<file path="src/rtl/mac_result_collector.sv">
// mac_result_collector: FWFT result FIFO with frame tracking; MAC_COLLECT_MAX_EN adds running signed max
module mac_result_collector #(
  parameter int DEPTH  = 8,
  parameter int DATA_W = 32
) (
  input  logic                     clk,
  input  logic                     reset,
  input  logic [DATA_W-1:0]        mac_result,
  input  logic                     mac_valid,
  input  logic [7:0]               frame_len,
  output logic [DATA_W-1:0]        out_data,
  output logic                     out_valid,
  input  logic                     out_ready,
  output logic [$clog2(DEPTH):0]   level,
  output logic                     full,
  output logic                     empty,
  output logic                     overflow,
  output logic                     frame_done,
  output logic [DATA_W-1:0]        max_result
);
  localparam int AW = $clog2(DEPTH);
  localparam logic [AW:0] FULL_LVL = (AW+1)'(DEPTH);
  typedef enum logic {IDLE, COLLECT} state_t;
  logic [DATA_W-1:0] mem [DEPTH];
  logic [AW-1:0] wptr, rptr;
  state_t state, state_nx;
  logic [7:0] cnt, cnt_nx;
  logic done_nx, rd, wr;
  logic [8:0] eff_len;
  assign empty     = level == '0;
  assign full      = level == FULL_LVL;
  assign out_valid = !empty;
  assign out_data  = empty ? '0 : mem[rptr];
  assign rd        = out_valid && out_ready;
  assign wr        = mac_valid && (!full || rd);
  assign eff_len   = frame_len == 8'd0 ? 9'd256 : {1'b0, frame_len};
  // storage array written on accepted writes; never reset, masked by empty
  always_ff @(posedge clk)
    if (wr) mem[wptr] <= mac_result;
  // pointers, occupancy and sticky overflow
  always_ff @(posedge clk or posedge reset)
    if (reset) begin
      wptr     <= '0;
      rptr     <= '0;
      level    <= '0;
      overflow <= 1'b0;
    end else begin
      wptr     <= wr ? wptr + 1'b1 : wptr;
      rptr     <= rd ? rptr + 1'b1 : rptr;
      level    <= level + {{AW{1'b0}}, wr} - {{AW{1'b0}}, rd};
      overflow <= overflow || (mac_valid && !wr);
    end
  // frame state register and completion pulse
  always_ff @(posedge clk or posedge reset)
    if (reset) begin
      state      <= IDLE;
      cnt        <= 8'd0;
      frame_done <= 1'b0;
    end else begin
      state      <= state_nx;
      cnt        <= cnt_nx;
      frame_done <= done_nx;
    end
  // a write completes the frame once count reaches the current effective length
  always_comb begin
    state_nx = state;
    cnt_nx   = cnt;
    done_nx  = 1'b0;
    if (wr) begin
      done_nx  = ({1'b0, cnt} + 9'd1) >= eff_len;
      state_nx = done_nx ? IDLE : COLLECT;
      cnt_nx   = done_nx ? 8'd0 : cnt + 8'd1;
    end
  end
`ifdef MAC_COLLECT_MAX_EN
  // running signed maximum, reloaded on the first write of each frame
  always_ff @(posedge clk or posedge reset)
    if (reset) max_result <= '0;
    else if (wr && (state == IDLE || $signed(mac_result) > $signed(max_result))) max_result <= mac_result;
`else
  assign max_result = '0;
`endif
endmodule

</file>
<file path="config.mk">
export PLATFORM = sky130hd
export DESIGN_NAME = mac_result_collector
export DESIGN_NICKNAME = d
export VERILOG_FILES = /design/src/rtl/mac_result_collector.sv
export SDC_FILE = /design/constraint.sdc
export NUM_CORES = 1
export LEC_CHECK = 0
export CAP_MARGIN = 0
export CORE_AREA = 2 2 152 139
export DETAILED_ROUTE_END_ITERATION = 10
export DIE_AREA = 0 0 154 141
export PLACE_DENSITY_LB_ADDON = 0.05
export REMOVE_ABC_BUFFERS = 1
export SLEW_MARGIN = 5
export SYNTH_ARGS = -nofsm -noshare
export SYNTH_HDL_FRONTEND = slang
export SYNTH_SLANG_ARGS = --single-unit
</file>
<file path="constraint.sdc">
create_clock -name clk -period 6.8 [get_ports clk]
set_input_delay 1.36 -clock clk [delete_from_list [all_inputs] [get_ports clk]]
set_output_delay 1.36 -clock clk [all_outputs]
set_load 0.1 [all_outputs]
</file>
---- Yosys cells after proc, flatten, opt, wreduce, memory -nomap -nowiden ----
Memories as Yosys holds them, arrays and structs flattened.
Cells that the tools add are included.
storage, ports and cells
  logic and storage cells ................. 31
  memory bits (writable) .................. 256
  bits in registers ....................... 20
  memories kept ........................... 1
  input bits .............................. 44
memories
  name  depth  bits a word  rd ports  clocked after memory_dff  write ports  RTL line  source
  mem   8      32           1         0                         1            24        logic [DATA_W-1:0] mem [DEPTH];
cells by class
  add/subtract/negate cells ............... 6
  eq/ne operators ......................... 1
  magnitude comparators ................... 1
  muxes and demuxes ....................... 6
  reduce and logical (&&, ||, !) cells .... 10
operators with widths
  cell                 number
  $mux 32              1
  $add 8x1->9 const B  1
  $ge 9x9->1           1
  $mux 9               1
  $add 8x1->8 const B  1
  $logic_not 8->1      1
  $mux 8               1
  $add 3x1->3 const B  2
  $add 4x1->4          1
  $eq 4x4->1 const B   1
  $logic_not 4->1      1
  $sub 4x1->4          1
  $logic_and 1x1->1    3
  $logic_not 1->1      3
  $mux 1               3
  $logic_or 1x1->1     2

---- Depth between registers and ports, before layout ----
  depth after elaboration ................. 8
  mapped depth ............................ 11
  gate-level depth less buffers ........... 11

---- Worst setup path before layout ----
OpenSTA, ideal clock, no wires.
  path kind ............................... register to register
  start point ............................. register level[2]
  end point ............................... memory mem[4][0], enable pin
  stages on the path, launching flop included .. 7
  setup slack ............................. 0.880 ns
  buffers on the path ..................... 0
  clock period less this slack ............ 5.920 ns
  arrival time ............................ 5.407 ns
  required time ........................... 6.287 ns
  path through ............................ dfrtp_1 inv_1 ha_1 nor3b_2 o21ai_1 nand2_1 nor4b_1
on the way
  elaborated cells on any way between the ends .. 9
RTL lines
  item                          RTL line  source
  start: declaration            14        output logic [$clog2(DEPTH):0] level,
  start signal: assignment      50        level <= level + {{AW{1'b0}}, wr} - {{AW{1'b0}}, rd};
  $eq 4x4->1                    31        assign full = level == FULL_LVL;
  net full                      15        output logic full,
  $logic_not 1->1               35        assign wr = mac_valid && (!full || rd);
  $logic_or 1x1->1              35
  $logic_and 1x1->1             35
  $mux 1                        39        if (wr) mem[wptr] <= mac_result;
  $mux 1 (implied by the code)  39
  end: declaration              24
The timed path passes the listed nets, and every way through them passes these cells.

---- Worst setup path after layout ----
  start point ............................. register rptr[1]
  end point ............................... output out_data[28]
on the way
  cells in the longest elaborated chain, start to end .. 2
RTL lines
  item                      RTL line  source
  start: declaration        25        logic [AW-1:0] wptr, rptr;
  start signal: assignment  49        rptr <= rd ? rptr + 1'b1 : rptr;
  $mem_v2 8x32              n/a
  $mux 32                   33        assign out_data = empty ? '0 : mem[rptr];
  end: declaration          11        output logic [DATA_W-1:0] out_data,
No other way between the ends.

==> parameters.txt <==
Parameter                              Value

Status
  Status ... complete, no violations

Logic synthesis
  Main synth FF type ... sky130_fd_sc_hd__edfxtp_1
  Flip-flop and latch count after synthesis ... 276
  Area share of the largest cell type after synthesis ... between 60% and 70%
  Area leader, netlist ... sky130_fd_sc_hd__edfxtp_1
  Netlist Area Pre-Place ... 11330 um^2
  Top post-synthesis cells by count ... sky130_fd_sc_hd__edfxtp_1, sky130_fd_sc_hd__mux4_2, sky130_fd_sc_hd__nor2_1, sky130_fd_sc_hd__buf_4, sky130_fd_sc_hd__mux2i_1
  Main combinational cell family by area after synthesis ... multiplexers
  XOR/XNOR Fraction of Synth Area ... 0.9275%
  Fraction of synthesized area in multiplexers ... between 10% and 20%
  Synthesized instance count ... 588
  Avg Cell Area, Syn ... 19.27 um^2
  Simple-gate area share of the yosys netlist ... 3.666%
  Share of the yosys chip area belonging to registers ... 72.25%
  Leading cell types by total area after synthesis ... sky130_fd_sc_hd__edfxtp_1, sky130_fd_sc_hd__mux4_2, sky130_fd_sc_hd__dfrtp_1, sky130_fd_sc_hd__mux2i_1, sky130_fd_sc_hd__buf_4
  Async set-reset flop share out of synthesis ... about 7.2%
  Distinct cells, synth ... 46
  Share of the synthesized area in compound gates (AO/OA/AOI/OAI) ... under 10%
  Dominant cell by count in the synthesized netlist ... sky130_fd_sc_hd__edfxtp_1
  Number of synthesized flops with an enable pin ... 256
  Adder-cell share of the synthesized area ... 2.054%
  Total number of yosys warnings ... 0

Critical path
  Crit Path Max Fanout ... 42
  Sequence of cells on the critical path ... buf_4, mux4_2, mux2i_1, nor2_1, clkdlybuf4s50_1
  Endpoint class of the critical path ... output pin
  Arr. time, crit path ... 3.73 ns
  Type of origin of the critical path ... flip-flop
  Reg-to-reg critical path startpoint ... level[2]
  Required time worst endpoint ... 5.44 ns
  Critical-path cell with the highest stage delay ... sky130_fd_sc_hd__clkdlybuf4s50_1
  First element of the critical path ... rptr[1]
  Kind of critical path ... reg -> out
  Worst path max stage delay ... 1.18 ns

Timing
  Ratio of final minimum period to clock period ... 74.91%
  Worst slew margin relative to its limit ... 30.49%
  RSZ-0062 raised after global routing ... false
  Setup TNS ... 0 ns
  Final setup vio count ... 0
  Worst Tran Pin Value ... 1.039 ns
  Endpoints failing hold ... 0
  Fin crit period ... 5.094 ns
  Slew Limit Fails ... 0
  Peak Freq ... 196.3 MHz
  Max Clock Skew ... 0.01075 ns

Routing
  Overall via count from detail_route ... 5495
  Highest metal layer used by the detailed router ... met5
  Routed wl met2 ... 10630 um
  Per-cell via count in the routed design ... about 5.6
  Routed length on met3 ... 997 um
  M1 WL ... between 8000 and 9000 um
  Sum of routed wire length over all layers ... approximately 21000 um
  Initial detailed-routing violation count ... ~350
  Average detailed-routed wire length per instance ... 21.39 um
  DR DRC count ... 0
  Final ANT Viol Nets ... 0
  First-pass iteration count of the detailed router ... 4

Floorplanning
  Rows ... 50
  Height of the chip ... 141 um
  DIE AREA ... 21710 um^2
  Initial cell density of the core ... 55.74%
  Placeable Area ... 20330 um^2
  Width of the die ... 154 um
  I/O Pins ... 117

Clocking
  Maximum level of the CTS H-tree ... 1
  Buffer type at the clock tree root ... sky130_fd_sc_hd__clkbuf_16
  Clock tree from TritonCTS ... built
  Number of setup buffers added after CTS ... 0
  PostCTS Resize Cnt ... 0
  Post-CTS Hold Buffers ... 0
  Clk sink count ... ~280
  Buffer levels on the longest clock path ... 3
  Clock latency on the worst-skew pair ... about 0.53 ns
  Clock-pin slew reported for the worst setup and hold paths after clock tree synthesis ... around 0.06 ns
  Total clock buffers created by CTS ... 29

Cells and area
  Layout overhead on the synthesized area ... 17.33%
  Area used by multi-input combinational logic ... 2849 um^2
  ANT cells ... 0
  Total of fill cells in the finished design ... about 1400
  Net count reported at finish ... 757
  Register Area ... slightly above 8000 um^2
  Fraction of layout cells with a size suffix above 1 ... 20.22%

Global route
  Global-route usage over all layers ... 19.62%
  Sum of overflow across all layers after global routing ... 0
  Vias in the first global route ... around 5800
  Pin count of the biggest net entering global routing ... 43
  Wire length of the first global-routing pass ... 32270 um
  Antenna violations before repair ... 1

Worst hold path
  Path category of the worst min-delay check ... reg -> reg
  Launch point of the worst hold path ... overflow

Placed design
  Hpwl dp ... about 12000 um
  # port buffers ... 84
  Gp weighted congestion ... around 0.81

Run
  Max Cap Viol ... 0
kinds of logic after synthesis:
| family | after synthesis |
|---|---|
| compound gates | 19 |
| xor+xnor | 12 |
| fa+ha+maj | 18 |
| buf+inv | 74 |
| flops | 276 |
| mux | 97 |
| other cells | 1 |
| simple gates | 91 |
placed cells by master (no fill, tap or decap), types with 2 or more instances in the layout:
| cell type | instances |
|---|---|
| sky130_fd_sc_hd__clkbuf_16 | 29 |
| sky130_fd_sc_hd__a21oi_1 | 3 |
| sky130_fd_sc_hd__clkinv_2 | 4 |
| sky130_fd_sc_hd__clkdlybuf4s50_1 | 84 |
| sky130_fd_sc_hd__and2_1 | 2 |
| sky130_fd_sc_hd__clkbuf_1 | 9 |
| sky130_fd_sc_hd__o21ai_1 | 4 |
| sky130_fd_sc_hd__clkbuf_8 | 2 |
| sky130_fd_sc_hd__mux2i_1 | 32 |
| sky130_fd_sc_hd__xnor2_1 | 9 |
| sky130_fd_sc_hd__nor2_1 | 38 |
| sky130_fd_sc_hd__a21o_1 | 2 |
| sky130_fd_sc_hd__conb_1 | 32 |
| sky130_fd_sc_hd__nand2_1 | 24 |
| sky130_fd_sc_hd__clkinv_1 | 4 |
| sky130_fd_sc_hd__dfrtp_2 | 2 |
| sky130_fd_sc_hd__nor3b_2 | 3 |
| sky130_fd_sc_hd__ha_1 | 17 |
| sky130_fd_sc_hd__mux4_2 | 64 |
| sky130_fd_sc_hd__nor4b_2 | 2 |
| sky130_fd_sc_hd__nor4_1 | 2 |
| sky130_fd_sc_hd__edfxtp_1 | 256 |
| sky130_fd_sc_hd__xor2_1 | 3 |
| sky130_fd_sc_hd__nor3_2 | 2 |
| sky130_fd_sc_hd__buf_4 | 19 |
| sky130_fd_sc_hd__clkinvlp_4 | 2 |
| sky130_fd_sc_hd__dfrtp_1 | 17 |
| sky130_fd_sc_hd__nand3_1 | 9 |
| sky130_fd_sc_hd__inv_1 | 15 |
metrics by stage:
step           cells  area [um^2]  util, %  setup WS (ns)  hold slack, ns
3_5_place_dp     924        12410    61.05          2.257          0.4562
4_1_cts          977        13300    65.40          1.678          0.4703
6_report         977        13300    65.40          1.706          0.4688
5_1_grt          977        13300    65.40          1.550          0.5017
3_3_place_gp     924        12410    61.05          2.259          0.4516
2_1_floorplan    561        11050        -         0.7146          0.4742
sequential cells by signal (all words and copies together) (netlist names):
register	flops
wptr	3
overflow	1
cnt	8
level	4
rptr	3
mem	256
frame_done	1
layout make-up:
type                       count  share of cell area [%]
timing repair buffer         103                   7.396
tap                          260                   2.447
multi-input combinational    269                   21.43
clock buffer                  40                   5.919
clock inverter                13                  0.7340
inverter                      16                  0.4517
sequential                   276                   61.63
final timing paths:
check | endpoint | slack, ns | cells after the start
worst min register to register | overflow | 0.47 | 1
max in group asynchronous | rptr[0] | 4.97 | 2
worst max register to register | mem[7][3] | 3.88 | 8
worst min-delay path | overflow | 0.47 | 1
min in group asynchronous | overflow | 1.27 | 2
worst max-delay path | out_data[28] | 1.71 | 5
layer usage:
layer | vias to the layer above | track usage, %
li1 | 2464 | -
met1 | 2829 | 26.08
met2 | 161 | 34.13
met3 | 39 | 3.443
met4 | 2 | 4.968
met5 | - | 0
worst max-delay path: cells and delay by family, from the launching register on:
kind | cells | cell delay (ns)
flip-flops | 1 | 0.75
buffers and inverters | 2 | 1.80
multiplexers | 2 | 0.39
AND/OR/NAND/NOR | 1 | 0.20
Power is left out: the tool's default activity adds up to more than one toggle a clock period on the data nets, which glitch-free logic cannot reach.
